File: src/rtl/bp_fe_ltb_update_sched.sv
// rtl/bp_fe_ltb_update_sched.sv - LTB write scheduler arbitrating redirect updates against a queue of commit updates
//
// Purpose: merges mispredict-time (redirect) and commit-time LTB updates into a
// single registered LTB write port. Redirects bypass the commit queue and take
// priority, but a starvation limiter forces a queue pop after starve_lim_p
// consecutive redirect writes while commits are waiting.
//
// Ports:
//   clk_i, reset_n_i         clock, synchronous active-low reset
//   ltb_init_done_i          LTB table initialised; scheduler starts accepting
//   redirect_*               redirect update valid/ready/payload
//   commit_*                 commit update valid/ready/payload (queued)
//   flush_i                  drop every queued commit update
//   ltb_w_v_o, ltb_br_*      registered LTB write request and payload
//   ltb_w_yumi_i             LTB consumed the current write
//   queue_cnt_o, busy_o      commit queue occupancy, activity indication
module bp_fe_ltb_update_sched #(
    parameter int vaddr_width_p   = 39,
    parameter int ltb_cnt_width_p = 8,
    parameter int fifo_els_p      = 4,
    parameter int starve_lim_p    = 4
) (
    input  logic                         clk_i,
    input  logic                         reset_n_i,
    input  logic                         ltb_init_done_i,

    input  logic                         redirect_v_i,
    output logic                         redirect_ready_o,
    input  logic                         redirect_taken_i,
    input  logic                         redirect_conf_i,
    input  logic [vaddr_width_p-1:0]     redirect_src_addr_i,
    input  logic [ltb_cnt_width_p-1:0]   redirect_non_spec_cnt_i,
    input  logic [ltb_cnt_width_p-1:0]   redirect_trip_cnt_i,

    input  logic                         commit_v_i,
    output logic                         commit_ready_o,
    input  logic                         commit_taken_i,
    input  logic                         commit_conf_i,
    input  logic [vaddr_width_p-1:0]     commit_src_addr_i,
    input  logic [ltb_cnt_width_p-1:0]   commit_non_spec_cnt_i,
    input  logic [ltb_cnt_width_p-1:0]   commit_trip_cnt_i,

    input  logic                         flush_i,

    output logic                         ltb_w_v_o,
    output logic                         ltb_br_mispredict_o,
    output logic                         ltb_br_taken_o,
    output logic                         ltb_br_conf_o,
    output logic [vaddr_width_p-1:0]     ltb_br_src_addr_o,
    output logic [ltb_cnt_width_p-1:0]   ltb_br_non_spec_cnt_o,
    output logic [ltb_cnt_width_p-1:0]   ltb_br_trip_cnt_o,
    input  logic                         ltb_w_yumi_i,

    output logic [$clog2(fifo_els_p+1)-1:0] queue_cnt_o,
    output logic                         busy_o
);

    localparam int ptr_w    = $clog2(fifo_els_p);
    localparam int cnt_w    = $clog2(fifo_els_p + 1);
    localparam int starve_w = $clog2(starve_lim_p + 1);

    localparam logic [cnt_w-1:0]    fifo_full_c   = cnt_w'(fifo_els_p);
    localparam logic [starve_w-1:0] starve_lim_c  = starve_w'(starve_lim_p);

    typedef enum logic {
        e_wait_init,
        e_run
    } state_e;

    typedef struct packed {
        logic                       taken;
        logic                       conf;
        logic [vaddr_width_p-1:0]   src_addr;
        logic [ltb_cnt_width_p-1:0] non_spec_cnt;
        logic [ltb_cnt_width_p-1:0] trip_cnt;
    } upd_s;

    state_e              state_q, state_d;
    logic                out_v_q, out_v_d;
    logic                out_mis_q, out_mis_d;
    upd_s                out_q, out_d;
    logic [ptr_w-1:0]    wr_ptr_q, wr_ptr_d;
    logic [ptr_w-1:0]    rd_ptr_q, rd_ptr_d;
    logic [cnt_w-1:0]    cnt_q, cnt_d;
    logic [starve_w-1:0] starve_q, starve_d;
    upd_s                mem_q [fifo_els_p];

    logic run, free, q_empty, q_full, force_pop;
    logic redirect_ready, redirect_load, commit_ready, push, pop;
    upd_s redirect_upd, commit_upd;

    always_comb begin
        redirect_upd = '{taken: redirect_taken_i, conf: redirect_conf_i,
                         src_addr: redirect_src_addr_i,
                         non_spec_cnt: redirect_non_spec_cnt_i,
                         trip_cnt: redirect_trip_cnt_i};
        commit_upd   = '{taken: commit_taken_i, conf: commit_conf_i,
                         src_addr: commit_src_addr_i,
                         non_spec_cnt: commit_non_spec_cnt_i,
                         trip_cnt: commit_trip_cnt_i};

        state_d = state_q;
        if (state_q == e_wait_init && ltb_init_done_i) begin
            state_d = e_run;
        end

        run       = (state_q == e_run);
        // Output register can take new data if empty or being consumed now.
        free      = ~out_v_q | ltb_w_yumi_i;
        q_empty   = (cnt_q == '0);
        q_full    = (cnt_q == fifo_full_c);
        // Redirects have had their quota while commits waited: let a commit through.
        force_pop = (starve_q == starve_lim_c) & ~q_empty;

        redirect_ready = run & free & ~force_pop;
        redirect_load  = redirect_v_i & redirect_ready;
        pop            = free & ~redirect_load & ~q_empty;
        // A full queue can still accept when its head leaves in the same cycle.
        commit_ready   = run & ~flush_i & (~q_full | pop);
        push           = commit_v_i & commit_ready;

        out_v_d   = out_v_q;
        out_mis_d = out_mis_q;
        out_d     = out_q;
        if (redirect_load) begin
            out_v_d   = 1'b1;
            out_mis_d = 1'b1;
            out_d     = redirect_upd;
        end else if (pop) begin
            out_v_d   = 1'b1;
            out_mis_d = 1'b0;
            out_d     = mem_q[rd_ptr_q];
        end else if (free) begin
            out_v_d   = 1'b0;
        end

        starve_d = starve_q;
        if (pop || q_empty) begin
            starve_d = '0;
        end else if (redirect_load && starve_q != starve_lim_c) begin
            starve_d = starve_q + starve_w'(1);
        end

        wr_ptr_d = push ? wr_ptr_q + ptr_w'(1) : wr_ptr_q;
        rd_ptr_d = pop  ? rd_ptr_q + ptr_w'(1) : rd_ptr_q;
        cnt_d    = cnt_q;
        if (push && !pop) begin
            cnt_d = cnt_q + cnt_w'(1);
        end else if (pop && !push) begin
            cnt_d = cnt_q - cnt_w'(1);
        end
        // Flush drops the queue; a head popped this cycle still reaches the output.
        if (flush_i) begin
            wr_ptr_d = '0;
            rd_ptr_d = '0;
            cnt_d    = '0;
        end
    end

    always_ff @(posedge clk_i) begin
        if (!reset_n_i) begin
            state_q   <= e_wait_init;
            out_v_q   <= 1'b0;
            out_mis_q <= 1'b0;
            out_q     <= '0;
            wr_ptr_q  <= '0;
            rd_ptr_q  <= '0;
            cnt_q     <= '0;
            starve_q  <= '0;
        end else begin
            state_q   <= state_d;
            out_v_q   <= out_v_d;
            out_mis_q <= out_mis_d;
            out_q     <= out_d;
            wr_ptr_q  <= wr_ptr_d;
            rd_ptr_q  <= rd_ptr_d;
            cnt_q     <= cnt_d;
            starve_q  <= starve_d;
            if (push) begin
                mem_q[wr_ptr_q] <= commit_upd;
            end
        end
    end

    assign redirect_ready_o      = redirect_ready;
    assign commit_ready_o        = commit_ready;
    assign ltb_w_v_o             = out_v_q;
    assign ltb_br_mispredict_o   = out_mis_q;
    assign ltb_br_taken_o        = out_q.taken;
    assign ltb_br_conf_o         = out_q.conf;
    assign ltb_br_src_addr_o     = out_q.src_addr;
    assign ltb_br_non_spec_cnt_o = out_q.non_spec_cnt;
    assign ltb_br_trip_cnt_o     = out_q.trip_cnt;
    assign queue_cnt_o           = cnt_q;
    assign busy_o                = ~q_empty | out_v_q;

endmodule

File: config.mk
export PLATFORM = sky130hd
export DESIGN_NAME = bp_fe_ltb_update_sched
export DESIGN_NICKNAME = d
export VERILOG_FILES = /design/src/rtl/bp_fe_ltb_update_sched.sv
export SDC_FILE = /design/constraint.sdc
export NUM_CORES = 1
export LEC_CHECK = 0
export BUFFER_PORTS_ARGS = -buffer_cell sky130_fd_sc_hd__buf_2
export CAP_MARGIN = 20
export CORE_UTILIZATION = 50
export DETAILED_ROUTE_END_ITERATION = 10
export GPL_TIMING_DRIVEN = 0
export PLACE_DENSITY = 0.72
export SYNTH_ARGS = -nofsm -noshare
export SYNTH_HDL_FRONTEND = slang
export SYNTH_SLANG_ARGS = --single-unit
File: constraint.sdc
create_clock -name clk_i -period 3.9 [get_ports clk_i]
set_input_delay 0.195 -clock clk_i [delete_from_list [all_inputs] [get_ports clk_i]]
set_output_delay 0.195 -clock clk_i [all_outputs]
set_load 0.1 [all_outputs]
Word-level counts from Yosys, hierarchy flattened
Memory sizes are Yosys's and may differ from the RTL's. A register that Yosys moved wholly into a read port is not among the register bits. Index checks and enable logic that the tools add are counted.

Bits in registers: 70. Bits in latches: 0. Memory bits (writable): 228. ROM bits: 0. Input port bits: 121. Output and inout bits: 65. Word-level logic and storage cells: 68. Memories kept: 1.

Memories: mem_q (depth 4, width 57, rd ports 1, clocked after Yosys merged registers in 1, write ports 1, RTL line 86) `upd_s mem_q [fifo_els_p];`.

$add $sub $neg: 5. $mul: 0. Div/mod/pow operators: 0. $lt $le $gt $ge: 0. Eq/ne operators: 3. Shifts and indexed selects: 0. Mux-type cells: 14. Bitwise logic cells: 20. Reductions and logical operators: 13.

Operator list (number): two-way mux 57 bit (2); AND 1 bit (9); two-way mux 1 bit (8); NOT 1 bit (8); adder 3 x 1 -> 3 bit (second input constant) (2); == test 3 bit (second input constant) (2); two-way mux 3 bit (2); adder 2 x 1 -> 2 bit (second input constant) (2); logical AND 1 bit (4); two-way mux 2 bit (2); nonzero test 2 bit (2); OR reduction 2 bit (2); zero test 3 bit (1); inequality test 3 bit (second input constant) (1); OR 1 bit (3); nonzero test 3 bit (1); subtractor 3 x 1 -> 3 bit (second input constant) (1); zero test 1 bit (2); logical OR 1 bit (1).

Depth between registers and ports, before layout
Gate-level depths: netlist (run 1).

Depth after elaboration: 16. Depth in mapped cells: 11. Mapped depth without buffers: 11.

Worst setup path before layout (run 1)
OpenSTA, ideal clock, no wires.

Kind: flip-flop to flip-flop. Start point: register cnt_q[0] (netlist: queue_cnt_o[0]). End point: memory mem_q[0][0] (netlist name) (enable). Setup time: 0.421 ns. Data arrival time: 3.180 ns. Required time: 3.479 ns. Slack: 0.299 ns. Cell stages (with the launch flop): 4. Path buffers: 0. Clock period less this slack: 3.601 ns. Path through: dfxtp_1 -> nor2_1 -> a311oi_2 -> and3_1.

Word-level cells in the longest chain between the ends: 15. Elaborated cells on any way between the ends: 17. Those cells by class: eq/ne (1); mux (3); bitwise (12); reduce/logical (1).

Ends and longest elaborated chain: start: declaration (RTL line 84) `logic [cnt_w-1:0] cnt_q, cnt_d;`; start signal: assignment (RTL line 177) `cnt_q <= cnt_d;`; zero test 3 bit (RTL line 110) `q_empty = (cnt_q == '0);`; NOT 1 bit (RTL line 113, 117); AND 1 bit (RTL line 113) `force_pop = (starve_q == starve_lim_c) & ~q_empty;`; NOT 1 bit (RTL line 115) `redirect_ready = run & free & ~force_pop;`; AND 1 bit (RTL line 115); AND 1 bit (RTL line 116) `redirect_load = redirect_v_i & redirect_ready;`; NOT 1 bit (RTL line 117) `pop = free & ~redirect_load & ~q_empty;`; AND 1 bit (2 in a row) (RTL line 117); OR 1 bit (*) (RTL line 119) `commit_ready = run & ~flush_i & (~q_full | pop);`; AND 1 bit (*) (RTL line 119); AND 1 bit (*) (RTL line 120) `push = commit_v_i & commit_ready;`; two-way mux 1 bit (*) (RTL line 179) `if (push) begin`; two-way mux 1 bit (*) (RTL line 161) `if (!reset_n_i) begin`; two-way mux 1 bit (not written as such) (*) (RTL line 180) `mem_q[wr_ptr_q] <= commit_upd;`; end: declaration (RTL line 86).

Mark *: on every way between the ends. The rest lies on a longest branch, timed or not.

Final worst setup path (run 1)
Start point: register starve_q[0]. End point: register cnt_q[2] (netlist: queue_cnt_o[2]).

Word-level cells in the longest chain between the ends: 14. Elaborated cells on any way between the ends: 17. Those cells by class: eq/ne (1); mux (1); bitwise (10); reduce/logical (5).

Ends and longest elaborated chain: start: declaration (RTL line 85) `logic [starve_w-1:0] starve_q, starve_d;`; start signal: assignment (RTL line 178) `starve_q <= starve_d;`; == test 3 bit (*) (RTL line 113); AND 1 bit (*) (RTL line 113); NOT 1 bit (*) (RTL line 115); AND 1 bit (*) (RTL line 115); AND 1 bit (*) (RTL line 116); NOT 1 bit (*) (RTL line 117); AND 1 bit (*) (2 in a row) (RTL line 117); OR 1 bit (RTL line 119); AND 1 bit (RTL line 119); AND 1 bit (RTL line 120); zero test 1 bit (RTL line 149) `end else if (pop && !push) begin`; logical AND 1 bit (RTL line 149); nonzero test 2 bit (no source line).

Marks and branches as above. A chain may end at the register's enable or synchronous reset.

==> impl_metrics.env, run 1 <==
export IMPL_cts_root_buffer="clkbuf_16"
export IMPL_cts_sinks=300
export IMPL_slew_headroom_pct=26.59
export IMPL_htree_levels=1
export IMPL_rsz0062_at_grt="no"
export IMPL_fin_crit_sh_pct=78.45
export IMPL_die_h_um=152.8
export IMPL_wl_met2_um=13420
export IMPL_end_kind="register"
export IMPL_ys_types=33
export IMPL_yosysTopAreaCell="edfxtp_1"
export IMPL_wl_per_cell_um=19.61
export IMPL_drive_gt1_share_pct=30.29
export IMPL_cp_depth=11
export IMPL_yosysTopAreaCellShare_pct=60.21
export IMPL_final_area_mm2=0.01486
export IMPL_timing_fmax_mhz=326.9
export IMPL_avgSynthCellArea_um2=16.20
export IMPL_drt_iter0_drc=490
export IMPL_io_buffers=185
export IMPL_synth_edf_count=228
export IMPL_seq_area_frac_synth_pct=72.89
export IMPL_period_needed_ps=3059
export IMPL_grt_max_degree=40
export IMPL_wl_met3_um=1349
export IMPL_cts_setup_buffers=0
export IMPL_synth_main_ff_cell="edfxtp_1"
export IMPL_finalNetCount=1169
export IMPL_required_ps=4380
export IMPL_drt_total_wl_um=26330
export IMPL_synthArstFlopShare_pct=0
export IMPL_hold_path_depth=3
export IMPL_initial_utilization_pct=51.47
export IMPL_reg2reg_depth=11
export IMPL_hold_class="in2reg"
export IMPL_routabilityCongestion=0.7944
export IMPL_tightest_slew_ps=1101
export IMPL_hpwl_um=15910
export IMPL_grt_pass1_wl_um=41330
export IMPL_syn_area_mm2=0.01137
export IMPL_cp_start_kind="register"
export IMPL_placed_cell_area_mm2=0.01275
export IMPL_drc_errors=9
export IMPL_syn_num_nets=831
export IMPL_post_cts_resized=0
export IMPL_power_density_mw_per_mm2=539.5
export IMPL_yosysMostFrequentCell="edfxtp_1"
export IMPL_antenna_found_initial=0
export IMPL_die_area_mm2=0.02335
export IMPL_cts_made_buffers=29
export IMPL_cts_clk_slew_worst_paths_ps=60
export IMPL_cp_top_family="compound AO/OA/AOI/OAI gates"
export IMPL_netlist_top_cells_count="228 x edfxtp_1, 119 x nand2_1, 72 x dfxtp_1"
export IMPL_top_layer="met4"
export IMPL_syn2layout_area_growth_pct=30.70
export IMPL_cts_buffer_depth=3
export IMPL_cts_tree="built"
export IMPL_cp_buffers_inverters=2
export IMPL_syn_instance_count=702
export IMPL_num_fill_cells=1504
export IMPL_vdd_drop_max_mv=0.4108
export IMPL_ios=186
export IMPL_grt_usage_pct=23.05
export IMPL_clock_skew_ps=18.59
export IMPL_via_count=7395
export IMPL_rows=54
export IMPL_yosysWarnings=0
export IMPL_hold_buffers=118
export IMPL_finalMaxSlewViolations=0
export IMPL_path_cells="inv_1, ha_1, and2_1, o21ai_0, a311oi_2, ha_1, inv_1, fa_1, xor2_1, or3_1, a21oi_1"
export IMPL_synthTopCellsByArea="edfxtp_1 60%, dfxtp_1 13%, mux4_2 11%"
export IMPL_finalSetupViolCount=0
export IMPL_overflow=0
export IMPL_worstPathArrival_ps=3540
export IMPL_cp_max_fo=7
export IMPL_placed_cells=1171
export IMPL_path_class="reg2reg"
export IMPL_instances_no_fill=1343
export IMPL_hold_viol_final=0
export IMPL_drt_first_pass_iters=8
export IMPL_max_stage_delay_ps=670
export IMPL_antenna_cells=0
export IMPL_maxCapViolCount=0
export IMPL_violations="DRC"
export IMPL_status="finished with violations"
export IMPL_leakage_nw=5.483
export IMPL_ys_ff_latch=300
export IMPL_clock_latency_ps=550
export IMPL_met1_length_um=10780
export IMPL_via_per_inst=5.506
export IMPL_fp_coreArea_mm2=0.02209
export IMPL_critPathSlowestCell="a311oi_2"
export IMPL_grt_pass1_vias=7661
export IMPL_ant_nets=0
export IMPL_die_width_um=152.8
[final cells by class]
| type | count | area [um2] | area share [%] |
|---|---|---|---|
| plain buffers | 43 | 227.7 | 1.532 |
| clock buffers | 34 | 774.5 | 5.211 |
| clock inverters | 20 | 151.4 | 1.019 |
| inverters | 7 | 26.28 | 0.1768 |
| multi-input cells | 352 | 2849 | 19.17 |
| flip-flops and latches | 300 | 8288 | 55.77 |
| well taps | 280 | 350.3 | 2.357 |
| repair buffers | 307 | 2195 | 14.77 |
[kinds of logic (layout without fill, tap and decap cells)]
family	after synthesis	in the layout	synth area share (%)
compound gates	127	127	6.503
xor+xnor	5	5	0.3851
fa+ha+maj	8	8	0.9463
buf+inv	50	411	2.234
flops	300	300	72.89
mux	61	61	11.64
simple gates	151	151	5.403
[per-stage QoR]
| stage | worst slack [ps] | setup TNS [ps] | hold slack (ps) | total power (W) | util (%) |
|---|---|---|---|---|---|
| floorplan | 298.8 | 0 | 293.9 | 0.004925 | - |
| global placement | -740.5 | -157110 | 409.8 | 0.005254 | 57.24 |
| detailed placement | 901.5 | 0 | 411.4 | 0.005264 | 57.73 |
| CTS | 866.0 | 0 | 53.22 | 0.008039 | 67.27 |
| global route | 676.4 | 0 | 74.41 | 0.008263 | 67.27 |
| finish | 840.5 | 0 | 75.28 | 0.008018 | 67.27 |
[worst min-delay path, stage by stage]
cell,delay [ps]
buf_2,110
nand2_2,150
a31oi_1,100
[sequential cells by signal (all words and copies together) (netlist names), named ones only]
name and cells:
ltb_br_trip_cnt_o 8, wr_ptr_q 2, queue_cnt_o 3, ltb_br_taken_o 1, ltb_br_mispredict_o 1, starve_q 3, ltb_br_non_spec_cnt_o 8, ltb_w_v_o 1
run 1, ltb_br_src_addr_o 39, mem_q 228, ltb_br_conf_o 1, rd_ptr_q 2
[where the power goes]
part	leakage (nW)	total, W	internal [W]	switching, W
combinational	2.37	0.00168	0.000373	0.00131
clock	0.467	0.00271	0.00155	0.00116
sequential	2.64	0.00363	0.00356	0.0000676
[layout by cell type (no fill, tap or decap), types with 2 or more instances in the layout]
master / n
buf_12: 3
clkbuf_1: 24
buf_4: 6
and3_4: 4
ha_1: 7
edfxtp_1: 228
nor2b_1: 2
dlygate4sd3_1: 118
bufinv_16: 2
mux4_2: 57
nor2_1: 13
xor2_1: 4
mux2i_1: 4
a21oi_1: 3
clkbuf_16: 29
buf_2: 196
nand2_1: 119
buf_6: 4
nor3_1: 2
inv_1: 7
o21ai_0: 59
nand2b_1: 4
clkbuf_8: 3
clkinv_2: 12
dfxtp_1: 72
clkinv_1: 4
a31oi_1: 59
or3_1: 3
[path summary, 6_finish.rpt]
kind / to / slack, ps / start
min reg2reg: wr_ptr_q[1] / 510 / wr_ptr_q[1]
max: queue_cnt_o[2] / 840 / starve_q[0]
max reg2reg: queue_cnt_o[2] / 840 / starve_q[0]
min: ltb_w_v_o / 80 / redirect_v_i
[per-layer routing]
layer	GRT usage (%)	vias to the layer above
li1	-	3397
met1	30.21	3673
met2	40.10	265
met3	2.730	60
met4	7.792	0
met5	0	-
(Power assumes the default switching activity.)
==> inputs of run 2 (changes only) <==
--- a/config.mk
+++ b/config.mk
@@ -10,7 +10,7 @@
 export CORE_UTILIZATION = 50
 export DETAILED_ROUTE_END_ITERATION = 10
 export GPL_TIMING_DRIVEN = 0
-export PLACE_DENSITY = 0.72
+export PLACE_DENSITY = 0.75
 export SYNTH_ARGS = -nofsm -noshare
 export SYNTH_HDL_FRONTEND = slang
 export SYNTH_SLANG_ARGS = --single-unit
==> constraint.sdc (replaced) <==
create_clock -name clk_i -period 2.7 [get_ports clk_i]
set_input_delay 0.135 -clock clk_i [delete_from_list [all_inputs] [get_ports clk_i]]
set_output_delay 0.135 -clock clk_i [all_outputs]
set_load 0.1 [all_outputs]
==> run 2 against run 1 <==
The run still ends with DRC left. Fmax rose by 20%. Utilization rose by 0.46 points. Routed wire length rose by 1.5%. Critical path depth did not move. Clock power rose by 47%. Hold slack improved by 14 ps. Final area rose by 0.69%. Combinational power rose by 45%. Worst setup slack got worse by 690 ps. Critical endpoint unchanged.
==> impl_metrics.env, run 2 (synthesized netlist as in run 1, its figures left out) <==
export IMPL_cts_sinks=300
export IMPL_grt_pass1_wl_um=41760
export IMPL_antenna_found_initial=2
export IMPL_total_power_w=0.01167
export IMPL_end_kind="register"
export IMPL_syn2layout_area_growth_pct=31.60
export IMPL_instances_no_fill=1350
export IMPL_num_fill_cells=1470
export IMPL_cp_start_kind="register"
export IMPL_rrSetupSlack_ps=150
export IMPL_hold_class="in2reg"
export IMPL_rsz0062_at_grt="no"
export IMPL_regMostFlops="mem_q"
export IMPL_finalSetupViolCount=0
export IMPL_mostFrequentLayoutCell="edfxtp_1"
export IMPL_routabilityCongestion=0.8458
export IMPL_slew_headroom_pct=50.14
export IMPL_die_area_mm2=0.02335
export IMPL_max_stage_delay_ps=370
export IMPL_tns_ps=0
export IMPL_top_usage_layer="met2"
export IMPL_fin_crit_sh_pct=94.49
export IMPL_power_density_mw_per_mm2=780.1
export IMPL_die_width_um=152.8
export IMPL_clock_skew_ps=9.685
export IMPL_cts_clk_slew_worst_paths_ps=60
export IMPL_ios=186
export IMPL_clock_latency_ps=540
export IMPL_grt_pass1_vias=7701
export IMPL_largest_reg_flops=228
export IMPL_worstPathArrival_ps=3020
export IMPL_cp_max_fo=4
export IMPL_cts_root_buffer="clkbuf_16"
export IMPL_htree_levels=1
export IMPL_wl_per_cell_um=19.80
export IMPL_reg2reg_depth=11
export IMPL_rr_startpoint="starve_q[0]"
export IMPL_reg2reg_to="queue_cnt_o[2]"
export IMPL_grt_max_degree=52
export IMPL_fp_coreArea_mm2=0.02209
export IMPL_ff_latch_area_mm2=0.008292
export IMPL_hold_end="starve_q[2]"
export IMPL_rows=54
export IMPL_overflow=0
export IMPL_ant_nets=0
export IMPL_placed_cell_area_mm2=0.01278
export IMPL_period_needed_ps=2551
export IMPL_leakage_nw=5.515
export IMPL_die_h_um=152.8
export IMPL_finalNetCount=1173
export IMPL_initial_utilization_pct=51.47
export IMPL_drt_total_wl_um=26730
export IMPL_grt_util_met3_pct=3.185
export IMPL_cts_buffer_depth=3
export IMPL_via_count=7432
export IMPL_cts_made_buffers=30
export IMPL_drive_gt1_share_pct=30.90
export IMPL_violations="DRC"
export IMPL_path_class="reg2reg"
export IMPL_path_cells="inv_1, ha_2, and2_4, o21ai_2, a311oi_2, ha_2, inv_1, fa_1, xor2_1, or3_1, a21oi_1"
export IMPL_tightest_slew_ps=748.0
export IMPL_hold_viol_final=0
export IMPL_hold_path_depth=4
export IMPL_critPathSlowestCell="fa_1"
export IMPL_maxCapViolCount=0
export IMPL_required_ps=3170
export IMPL_multi_input_comb_area_mm2=0.002870
export IMPL_grtUsageMet1_pct=30.35
export IMPL_final_cell_mix="228 x edfxtp_1, 196 x buf_2, 119 x nand2_1, 119 x dlygate4sd3_1, 69 x dfxtp_1"
export IMPL_placed_cells=1171
export IMPL_status="finished with violations"
export IMPL_drt_iter0_drc=537
export IMPL_vdd_drop_max_mv=0.5185
export IMPL_drc_errors=9
export IMPL_hpwl_um=16140
export IMPL_drt_first_pass_iters=7
export IMPL_final_area_mm2=0.01496
export IMPL_met2_usage_pct=39.82
export IMPL_io_buffers=185
export IMPL_cts_tree="built"
export IMPL_grt_usage_pct=23.14
export IMPL_timing_fmax_mhz=392.0
export IMPL_via_per_inst=5.505
export IMPL_hold_ws_ps=89.13
export IMPL_finalMaxSlewViolations=0
export IMPL_hp_start="ltb_w_yumi_i"
run 2: metal layers:
layer  vias to the layer above  part of all wire, %
met5                         -                    0
met4                         0                  2.9
met3                        54                  5.4
met2                       281                   50
met1                      3694                   41
li1                       3403                    -
run 2: final cells by class:
| cell class | instances | area share [%] |
|---|---|---|
| Clock buffer | 45 | 5.870 |
| Multi-Input combinational cell | 352 | 19.18 |
| Tap cell | 280 | 2.341 |
| Antenna cell | 2 | 0.03344 |
| Timing Repair Buffer | 310 | 14.93 |
| Sequential cell | 300 | 55.41 |
| Inverter | 7 | 0.1756 |
| Clock inverter | 11 | 0.5351 |
| Buffer | 43 | 1.522 |
run 2: how the worst max path moves through the flow:
stage	startpoint	to	slack [ps]	cells past startpoint
after floorplan	queue_cnt_o[2]	queue_cnt_o[2]	10	8
after global placement	starve_q[0]	mem_q[2][53]	-730	6
after detailed placement	starve_q[0]	queue_cnt_o[2]	-380	11
after CTS	queue_cnt_o[2]	ltb_br_src_addr_o[37]	6	5
after global routing	starve_q[0]	queue_cnt_o[2]	4	11
final	starve_q[0]	queue_cnt_o[2]	150	11
run 2: timing repair:
action	4_1_cts	5_1_grt
endpoints found under the setup margin	177	65
hold buffers	119	0
setup buffers	1	1
endpoints found under the hold margin	289	0
gates resized for setup	1	5
pin swaps	1	3
run 2: where the power goes:
part / switching, W / internal, W / total, W / leakage (nW)
logic: 0.00189 / 0.000545 / 0.00244 / 2.40
clock network: 0.00165 / 0.00233 / 0.00398 / 0.473
registers: 0.000110 / 0.00515 / 0.00526 / 2.65
run 2: critical path: cells and delay by family (launching register included):
kind | cells | cell delay [ps]
DFF | 1 | 330
AOI/OAI and AO/OA | 3 | 590
adders and majority gates | 3 | 810
buffers and inverters | 2 | 120
xor gates and xnor gates | 1 | 170
and+or+nand+nor | 2 | 470
run 2: through the flow:
step	util, %	worst slack (ps)
6_report	67.73	148.7
5_1_grt	67.73	4.061
4_1_cts	67.61	6.343
3_5_place_dp	57.84	-377.6
3_3_place_gp	57.31	-730.7
2_1_floorplan	-	14.09
==> inputs of run 3 (changes only) <==
--- a/config.mk
+++ b/config.mk
@@ -10,7 +10,7 @@
 export CORE_UTILIZATION = 50
 export DETAILED_ROUTE_END_ITERATION = 10
 export GPL_TIMING_DRIVEN = 0
-export PLACE_DENSITY = 0.75
+export PLACE_DENSITY = 0.72
 export SYNTH_ARGS = -nofsm -noshare
 export SYNTH_HDL_FRONTEND = slang
 export SYNTH_SLANG_ARGS = --single-unit
==> constraint.sdc (replaced) <==
create_clock -name clk_i -period 3.25 [get_ports clk_i]
set_input_delay 0.1625 -clock clk_i [delete_from_list [all_inputs] [get_ports clk_i]]
set_output_delay 0.1625 -clock clk_i [all_outputs]
set_load 0.1 [all_outputs]
==> run 3 against run 2 <==
Largest cell class unchanged. Die area unchanged. Critical path type unchanged. First-iteration DRC count increased by 2.4%. Power decreased by 17%. Fmax decreased by 17%. Clock power decreased by 17%. The flow still finishes with violations (DRC). Via count decreased by 0.19%. Global-route usage decreased by 0.12 points. Largest power group unchanged.
==> impl_metrics.env, run 3 (synthesized netlist as in run 1, its figures left out) <==
export IMPL_final_cell_mix="228 x edfxtp_1, 196 x buf_2, 119 x nand2_1, 118 x dlygate4sd3_1, 72 x dfxtp_1"
export IMPL_via_per_inst=5.519
export IMPL_cp_max_fo=7
export IMPL_die_area_mm2=0.02335
export IMPL_die_width_um=152.8
export IMPL_ant_nets=0
export IMPL_cp_start_kind="register"
export IMPL_cts_sinks=300
export IMPL_grt_pass1_wl_um=41660
export IMPL_rr_startpoint="starve_q[0]"
export IMPL_placed_cells=1170
export IMPL_cts_made_buffers=30
export IMPL_post_cts_resized=0
export IMPL_setup_ws_ps=178.2
export IMPL_maxCapViolCount=0
export IMPL_regMostFlops="mem_q"
export IMPL_power_density_mw_per_mm2=651.4
export IMPL_fp_coreArea_mm2=0.02209
export IMPL_htree_levels=1
export IMPL_wl_per_cell_um=19.64
export IMPL_io_buffers=185
export IMPL_path_class="reg2reg"
export IMPL_leakage_nw=5.479
export IMPL_crit_start="starve_q[0]"
export IMPL_fin_crit_sh_pct=94.52
export IMPL_syn2layout_area_growth_pct=30.86
export IMPL_rsz0062_at_grt="no"
export IMPL_slew_headroom_pct=27.91
export IMPL_critPathSlowestCell="a311oi_2"
export IMPL_max_stage_delay_ps=670
export IMPL_grt_usage_pct=23.02
export IMPL_drt_iter0_drc=550
export IMPL_ios=186
export IMPL_endpoint="queue_cnt_o[2]"
export IMPL_vdd_drop_max_mv=0.4572
export IMPL_via_count=7418
export IMPL_antenna_found_initial=1
export IMPL_end_kind="register"
export IMPL_mostFrequentLayoutCell="edfxtp_1"
export IMPL_cts_setup_buffers=0
export IMPL_drt_first_pass_iters=8
export IMPL_hold_class="in2reg"
export IMPL_period_needed_ps=3072
export IMPL_instances_no_fill=1344
export IMPL_finalNetCount=1169
export IMPL_grt_max_degree=58
export IMPL_drc_errors=8
export IMPL_initial_utilization_pct=51.47
export IMPL_routabilityCongestion=0.8228
export IMPL_tightest_slew_ps=1081
export IMPL_cts_buffer_depth=3
export IMPL_hpwl_um=16000
export IMPL_required_ps=3720
export IMPL_hold_buffers=118
export IMPL_tns_ps=0
export IMPL_rrSetupSlack_ps=180
export IMPL_violations="DRC"
export IMPL_overflow=0
export IMPL_largest_reg_flops=228
export IMPL_drt_total_wl_um=26400
export IMPL_drive_gt1_share_pct=29.54
export IMPL_reg2reg_to="queue_cnt_o[2]"
export IMPL_grt_pass1_vias=7732
export IMPL_reg2reg_depth=11
export IMPL_clock_skew_ps=10.27
export IMPL_dpl_worst_slack_ps=229.9
export IMPL_worstPathArrival_ps=3540
export IMPL_hold_viol_final=0
export IMPL_total_power_w=0.009694
export IMPL_finalMaxSlewViolations=0
export IMPL_status="finished with violations"
export IMPL_cts_clk_slew_worst_paths_ps=60
export IMPL_rows=54
export IMPL_cts_tree="built"
export IMPL_finalSetupViolCount=0
export IMPL_path_cells="inv_1, ha_1, and2_1, o21ai_0, a311oi_2, ha_1, inv_1, fa_1, xor2_1, or3_1, a21oi_1"
export IMPL_timing_fmax_mhz=325.5
export IMPL_clock_latency_ps=540
export IMPL_cts_root_buffer="clkbuf_16"
export IMPL_die_h_um=152.8
run 3: cell types whose count changed in the layout (fill, tap and decap cells not counted), sizes merged:
cell | before | now
buf | 212 | 209
clkinv | 9 | 5
bufinv | 1 | 0
dlygate4sd3 | 119 | 118
clkinvlp | 1 | 0
clkbuf | 67 | 72
diode | 2 | 1
run 3: critical path, delay by kind of cell, from the launching register on:
family          cells  cell delay [ps]
simple gates        2              510
flops               1              340
compound gates      3             1010
fa+ha+maj           3              860
buf+inv             2              120
xor+xnor            1              170
run 3: through the flow:
step                      hold WS [ps]  util (%)  instance area, um2
after floorplan                  261.4         -               11380
after global placement           371.5     57.27               12650
after detailed placement         378.4     57.64               12730
after CTS                        19.02     67.34               14880
after global routing             46.64     67.35               14880
final                            36.10     67.35               14880
run 3: cell type report:
class | count | area (um2)
diodes | 1 | 2.502
plain buffers | 43 | 227.7
clock buffers | 50 | 939.7
clock inverters | 5 | 22.52
fillers | 1511 | 7213
inverters | 7 | 26.28
multi-input cells | 352 | 2849
flip-flops and latches | 300 | 8288
well taps | 280 | 350.3
repair buffers | 306 | 2175
run 3: layer usage:
metal,up-vias,GRT usage (%),routed length (um)
li1,3398,-,-
met1,3684,30.79,11060
met2,281,39.65,13240
met3,55,2.873,1413
met4,0,6.878,688
met5,-,0,0
run 3: how the worst min path moves through the flow:
stage,to,cells past startpoint,startpoint
finish,wr_ptr_q[1],4,commit_v_i
global route,wr_ptr_q[1],4,commit_v_i
floorplan,mem_q[0][0],0,commit_trip_cnt_i[0]
CTS,ltb_w_v_o,3,redirect_v_i
detailed placement,mem_q[0][12],1,commit_non_spec_cnt_i[4]
global placement,run,3,ltb_init_done_i
run 3: report_power, final:
group / leakage [nW] / switching [W] / internal, W / total, W
Sequential: 2.64 / 0.0000829 / 0.00428 / 0.00436
Combinational: 2.36 / 0.00157 / 0.000448 / 0.00201
Clock: 0.472 / 0.00136 / 0.00195 / 0.00332
Total: 5.48 / 0.00301 / 0.00668 / 0.00969
